File: config.mk
export PLATFORM = sky130hd
export DESIGN_NAME = seg_scan_mux_flat
export DESIGN_NICKNAME = d
export VERILOG_FILES = /design/src/rtl/seg_scan_mux_if.sv /design/src/rtl/seg_scan_mux.sv /design/src/flat_wrapper.sv
export SDC_FILE = /design/constraint.sdc
export NUM_CORES = 1
export LEC_CHECK = 0
export ABC_AREA = 0
export CAP_MARGIN = 20
export CORE_MARGIN = 1.5
export CORE_UTILIZATION = 32
export DETAILED_ROUTE_END_ITERATION = 10
export PLACE_DENSITY = 0.6
export SYNTH_ARGS = -nofsm -noshare
export SYNTH_HDL_FRONTEND = slang
export SYNTH_SLANG_ARGS = --single-unit
File: constraint.sdc
create_clock -name clk -period 4.5 [get_ports clk]
set_input_delay 1.35 -clock clk [delete_from_list [all_inputs] [get_ports clk]]
set_output_delay 1.35 -clock clk [all_outputs]
set_load 0.02 [all_outputs]
File: src/rtl/seg_scan_mux_if.sv
// seg_scan_mux_if
//   Bundles the update handshake and the display drive of the 4-digit scan
//   controller so the producer and the display side connect through one port.
//   Signals:
//     load       - request to capture value/blank_mask (taken only when ready)
//     value      - four hex nibbles, nibble k shown on digit k
//     blank_mask - bit k = 1 keeps digit k dark for the whole frame
//     ready      - high when no update is pending
//     digit      - nibble of the digit currently being scanned
//     an         - active-low digit enables, at most one bit low
//   Modports:
//     master - the producer/observer side (drives load/value/blank_mask)
//     slave  - the scan controller itself
interface seg_scan_mux_if;
  logic        load;
  logic [15:0] value;
  logic [3:0]  blank_mask;
  logic        ready;
  logic [3:0]  digit;
  logic [3:0]  an;

  modport master (
    output load,
    output value,
    output blank_mask,
    input  ready,
    input  digit,
    input  an
  );

  modport slave (
    input  load,
    input  value,
    input  blank_mask,
    output ready,
    output digit,
    output an
  );
endinterface

File: src/rtl/seg_scan_mux.sv
// seg_scan_mux
//   Four-digit time-multiplexed scan controller feeding a 7-segment decoder.
//   Holds a 16-bit hex value and presents one nibble at a time on bus.digit
//   together with the matching active-low enable on bus.an. Updates arrive over
//   a valid/ready handshake and are applied only on a frame boundary, so a
//   frame never mixes old and new digits.
//   Parameters:
//     DIV - clock cycles per digit slot (2..65535)
//   Ports:
//     clk   - system clock, rising edge
//     reset - asynchronous, active-high reset
//     bus   - seg_scan_mux_if.slave (load/value/blank_mask in,
//             ready/digit/an out)
module seg_scan_mux #(
  parameter int unsigned DIV = 4
) (
  input  logic          clk,
  input  logic          reset,
  seg_scan_mux_if.slave bus
);

  localparam int unsigned CW = (DIV > 2) ? $clog2(DIV) : 1;
  localparam logic [CW-1:0] CNT_MAX = CW'(DIV - 1);

  logic [CW-1:0] cnt_q,       cnt_d;
  logic [1:0]    idx_q,       idx_d;
  logic [15:0]   disp_q,      disp_d;
  logic [3:0]    mask_q,      mask_d;
  logic [15:0]   pend_val_q,  pend_val_d;
  logic [3:0]    pend_mask_q, pend_mask_d;
  logic          pending_q,   pending_d;

  logic slot_tick_s;
  logic boundary_s;
  logic accept_s;

  // Next-state logic: free-running prescaler/digit index plus update handshake.
  always_comb begin
    cnt_d       = cnt_q;
    idx_d       = idx_q;
    disp_d      = disp_q;
    mask_d      = mask_q;
    pend_val_d  = pend_val_q;
    pend_mask_d = pend_mask_q;
    pending_d   = pending_q;

    slot_tick_s = (cnt_q == CNT_MAX);
    boundary_s  = slot_tick_s && (idx_q == 2'd3);
    accept_s    = bus.load && !pending_q;

    if (slot_tick_s) begin
      cnt_d = {CW{1'b0}};
      idx_d = idx_q + 2'd1;
    end else begin
      cnt_d = cnt_q + CW'(1);
    end

    // Apply and accept are mutually exclusive (one needs pending, the other
    // needs no pending), so a load landing on a boundary with nothing pending
    // is only captured and waits for the next frame.
    if (boundary_s && pending_q) begin
      disp_d    = pend_val_q;
      mask_d    = pend_mask_q;
      pending_d = 1'b0;
    end else if (accept_s) begin
      pend_val_d  = bus.value;
      pend_mask_d = bus.blank_mask;
      pending_d   = 1'b1;
    end else begin
      pending_d = pending_q;
    end
  end

  // State registers with asynchronous reset; a pending update is discarded.
  always_ff @(posedge clk or posedge reset) begin
    if (reset) begin
      cnt_q       <= {CW{1'b0}};
      idx_q       <= 2'd0;
      disp_q      <= 16'h0000;
      mask_q      <= 4'b0000;
      pend_val_q  <= 16'h0000;
      pend_mask_q <= 4'b0000;
      pending_q   <= 1'b0;
    end else begin
      cnt_q       <= cnt_d;
      idx_q       <= idx_d;
      disp_q      <= disp_d;
      mask_q      <= mask_d;
      pend_val_q  <= pend_val_d;
      pend_mask_q <= pend_mask_d;
      pending_q   <= pending_d;
    end
  end

  // Output decode from registered state only; cnt = 0 blanks each slot start
  // so the previous digit's segments cannot ghost onto the new anode.
  always_comb begin
    bus.ready = !pending_q;
    bus.digit = disp_q[{idx_q, 2'b00} +: 4];
    if ((cnt_q == {CW{1'b0}}) || mask_q[idx_q]) begin
      bus.an = 4'b1111;
    end else begin
      bus.an = ~(4'b0001 << idx_q);
    end
  end

endmodule

File: src/flat_wrapper.sv
// flat-port wrapper written by rule: the top's interface ports become plain ports
module seg_scan_mux_flat 
#(
  parameter int unsigned DIV = 4
)
  (clk, reset, bus_load, bus_value, bus_blank_mask, bus_ready, bus_digit, bus_an);
  seg_scan_mux_if bus_i ();
  input  logic clk;
  input  logic reset;
  input wire logic [$bits(bus_i.load)-1:0] bus_load;
  input wire logic [$bits(bus_i.value)-1:0] bus_value;
  input wire logic [$bits(bus_i.blank_mask)-1:0] bus_blank_mask;
  output wire logic [$bits(bus_i.ready)-1:0] bus_ready;
  output wire logic [$bits(bus_i.digit)-1:0] bus_digit;
  output wire logic [$bits(bus_i.an)-1:0] bus_an;
  assign bus_i.load = bus_load;
  assign bus_i.value = bus_value;
  assign bus_i.blank_mask = bus_blank_mask;
  assign bus_ready = bus_i.ready;
  assign bus_digit = bus_i.digit;
  assign bus_an = bus_i.an;
  seg_scan_mux #(.DIV(DIV)) u_core (.clk(clk), .reset(reset), .bus(bus_i));
endmodule
==> metrics.md <==
| Metric | Value |
|---|---|
| Status | `complete, no violations` |
| Max Cap Viol | `0` |
| GR Util met1 | `15.3%` |
| Met2 usage | `15.2%` |
| Tmin final | `between 3 and 4 ns` |
| H-tree level count | `2` |
| Top cells by area, synth | `dfrtp_1 (55%), mux2_4 (14%), mux2_2 (11%)` |
| VDD IR max | `0.000197 V` |
| Design area | `0.00254 mm^2` |
| Crit path largest cell delay | `between 0.6 and 0.7 ns` |
| CORE AREA | `around 0.0063 mm^2` |
| Post-synth cell types | `22` |
| Final non-filler cell total | `approximately 240` |
| Synth Flop Type | `dfrtp_1` |
| Initial Utilization | `32.7%` |
| Post_cts resized | `0` |
| Asr flop ratio synth | `100%` |
| R2r setup slk | `2.33 ns` |
| Number of global-route vias before repair | `1,125` |
| Required @ worst endpoint | `3.15 ns` |
| Worst-Margin Slew | `about 1 ns` |
| Post-Syn Instances | `126` |
| TritonCTS Buffers | `5` |
| DR vias | `1,092` |
| Final core utilization | `about 40%` |
| RR Startpoint | `u_core.idx_q[0]` |
| Dpl cells | `229` |
| Register area share after synthesis | `54.8%` |
| Fin nets | `188` |
| Most common cell in the netlist | `dfrtp_1` |
| Initial drt markers | `41` |
| #FFs+latches synth | `45` |
| Routability-driven placement congestion ratio | `slightly below 0.7` |
| Commonest cells post-synth | `dfrtp_1 (45), mux2_2 (20), mux2_4 (19)` |
| Max_slew headroom | `34.2%` |
| Ys Warns | `0` |
| Multi-input gate area | `855 um^2` |
| Longest Clk Path Bufs | `2` |
| Crit path max fanout | `14` |
| Clock Tree Root | `clkbuf_8` |
| GRT Max-Usage Layer | `met1` |
| Hpwl dp | `2350 um` |
| CTS sink count | `45` |
| Leak | `1.13 nW` |
| Unrepaired setup endpoints after global routing | `no` |
| Post-synth EDFFs | `0` |
| Final Skew | `0.00437 ns` |
| Initial antenna violation count | `0` |
| Cell Chain, Critical Path | `inv_1, ha_1, nor3b_1, a22oi_1, clkdlybuf4s50_1` |
| Port buffer count | `31` |
| Pwr Density | `370 mW/mm^2` |
| TNS Setup | `0 ns` |
| # rows | `29` |
| CTS tree | `yes` |
| Final Max Slew Viols | `0` |
| Die H | `83.1 um` |
| Average cell area after synthesis | `16.3 um^2` |
| I/O pins | `32` |
| Register Area | `around 0.0011 mm^2` |
| WHS | `0.459 ns` |
| GR Util met3 | `3.68%` |
| Arr. time, crit path | `2.30 ns` |
| # hold bufs at CTS | `0` |
| Overflow after GRT | `0` |
| Pwr Total | `around 0.94 mW` |
| ANT cells | `0` |
| Fraction of layout cells with a size suffix above 1 | `around 34%` |
| Crit start category | `flip-flop` |
| GRT Resource Usage Total | `10.8%` |
| PnR worst setup slack | `0.846 ns` |
| First-pass GRT wire length | `5710 um` |
| Synth top area share | `54.8%` |
| Final-report setup violation count | `0` |
| Clock Latency Late Sink | `about 0.29 ns` |
| Vias/cell | `4.61` |
| Max Freq | `274 MHz` |
| Hold Path Class | `flip-flop to flip-flop` |
| Cell area after synthesis | `0.00205 mm^2` |
| FILL cells | `564` |
| Post-DRT Antenna Nets | `0` |
| DP Worst Slack | `1.13 ns` |
| DRT Pass-1 Iters | `4` |
| Drt wl/cell | `14.1 um` |
| Hold_sp | `u_core.cnt_q[0]` |
| Drt total wl | `3340 um` |
| Crit path capture type | `output pin` |
| Reg clk slew, reported paths | `roughly 0.080 ns` |
| Slowest-stage cell, CP | `dfrtp_1` |
| Crit Path Class | `flip-flop to output pin` |
| Synth Net Count | `~160` |
| Final Hold Fails | `0` |
| Part of the cycle the worst path needs | `81.2%` |
| Placed inst area | `0.00242 mm^2` |
| Area leader, netlist | `dfrtp_1` |
| Area grow syn2layout | `23.5%` |
| Post-route DRC | `0` |
| Largest net degree at the start of global routing | `46` |
| Post-CTS setup buffers | `0` |
| CP Launch Point | `u_core.idx_q[0]` |
| Die area | `0.00691 mm^2` |
| Die X | `83.1 um` |
## metal layers
layer | share of wire (%) | wire (um)
met1 | 49 | 1620
met2 | 46 | 1530
met3 | 4.5 | 151
met4 | 1.1 | 36
met5 | 0 | 0
## report_power, final
part / total (mW) / switching [mW] / internal, mW
Clock: 0.312 / 0.132 / 0.180
Sequential: 0.486 / 0.0294 / 0.457
Combinational: 0.140 / 0.0452 / 0.0946
Total: 0.938 / 0.206 / 0.732
## state kept, by name, summed over array words and instances, names as in the netlist
name,cells
u_core.pend_val_q,16
u_core.pending_q,1
u_core.disp_q,16
u_core.idx_q,2
u_core.cnt_q,2
u_core.mask_q,4
u_core.pend_mask_q,4
## logic make-up after synthesis
kind of cell             count (synthesis)  share of synthesized area, %
buffers and inverters                   12                          3.71
flip-flops                              45                          54.8
XOR/XNOR                                 1                         0.426
AND/OR/NAND/NOR                         10                          3.65
multiplexers                            46                          31.5
AO/OA/AOI/OAI                            6                          2.25
adder cells (fa/ha/maj)                  6                          3.65
## worst max-delay path, delay by kind of cell (launching register included)
family | cells | cell delay (ns)
buffers and inverters | 2 | 0.77
DFF | 1 | 0.65
adders and majority gates | 1 | 0.24
and+or+nand+nor | 1 | 0.14
AOI/OAI and AO/OA | 1 | 0.23
## layout by cell type (no fill, tap or decap), drive strengths merged, types with 2 or more instances in the layout
cell	instances
a32oi	3
and3b	4
clkbuf	6
clkdlybuf4s50	31
dfrtp	45
ha	6
inv	5
mux2	40
mux2i	2
mux4	4
nor2	2
## final timing paths
check / end / cells past startpoint
max: bus_an[0] / 5
min: u_core.cnt_q[0] / 1
max reg2reg: u_core.disp_q[14] / 3
min reg2reg: u_core.cnt_q[0] / 1
max in group asynchronous: u_core.idx_q[0] / 3
min in group asynchronous: u_core.pend_val_q[4] / 3
## area by class of cell
type | instances | share of cell area, %
flip-flops and latches | 45 | 44.4
well taps | 77 | 3.80
multi-input cells | 69 | 33.7
clock buffers | 6 | 3.25
clock inverters | 2 | 1.48
repair buffers | 32 | 12.5
inverters | 6 | 0.888
Power figures use the tool's default switching activity.
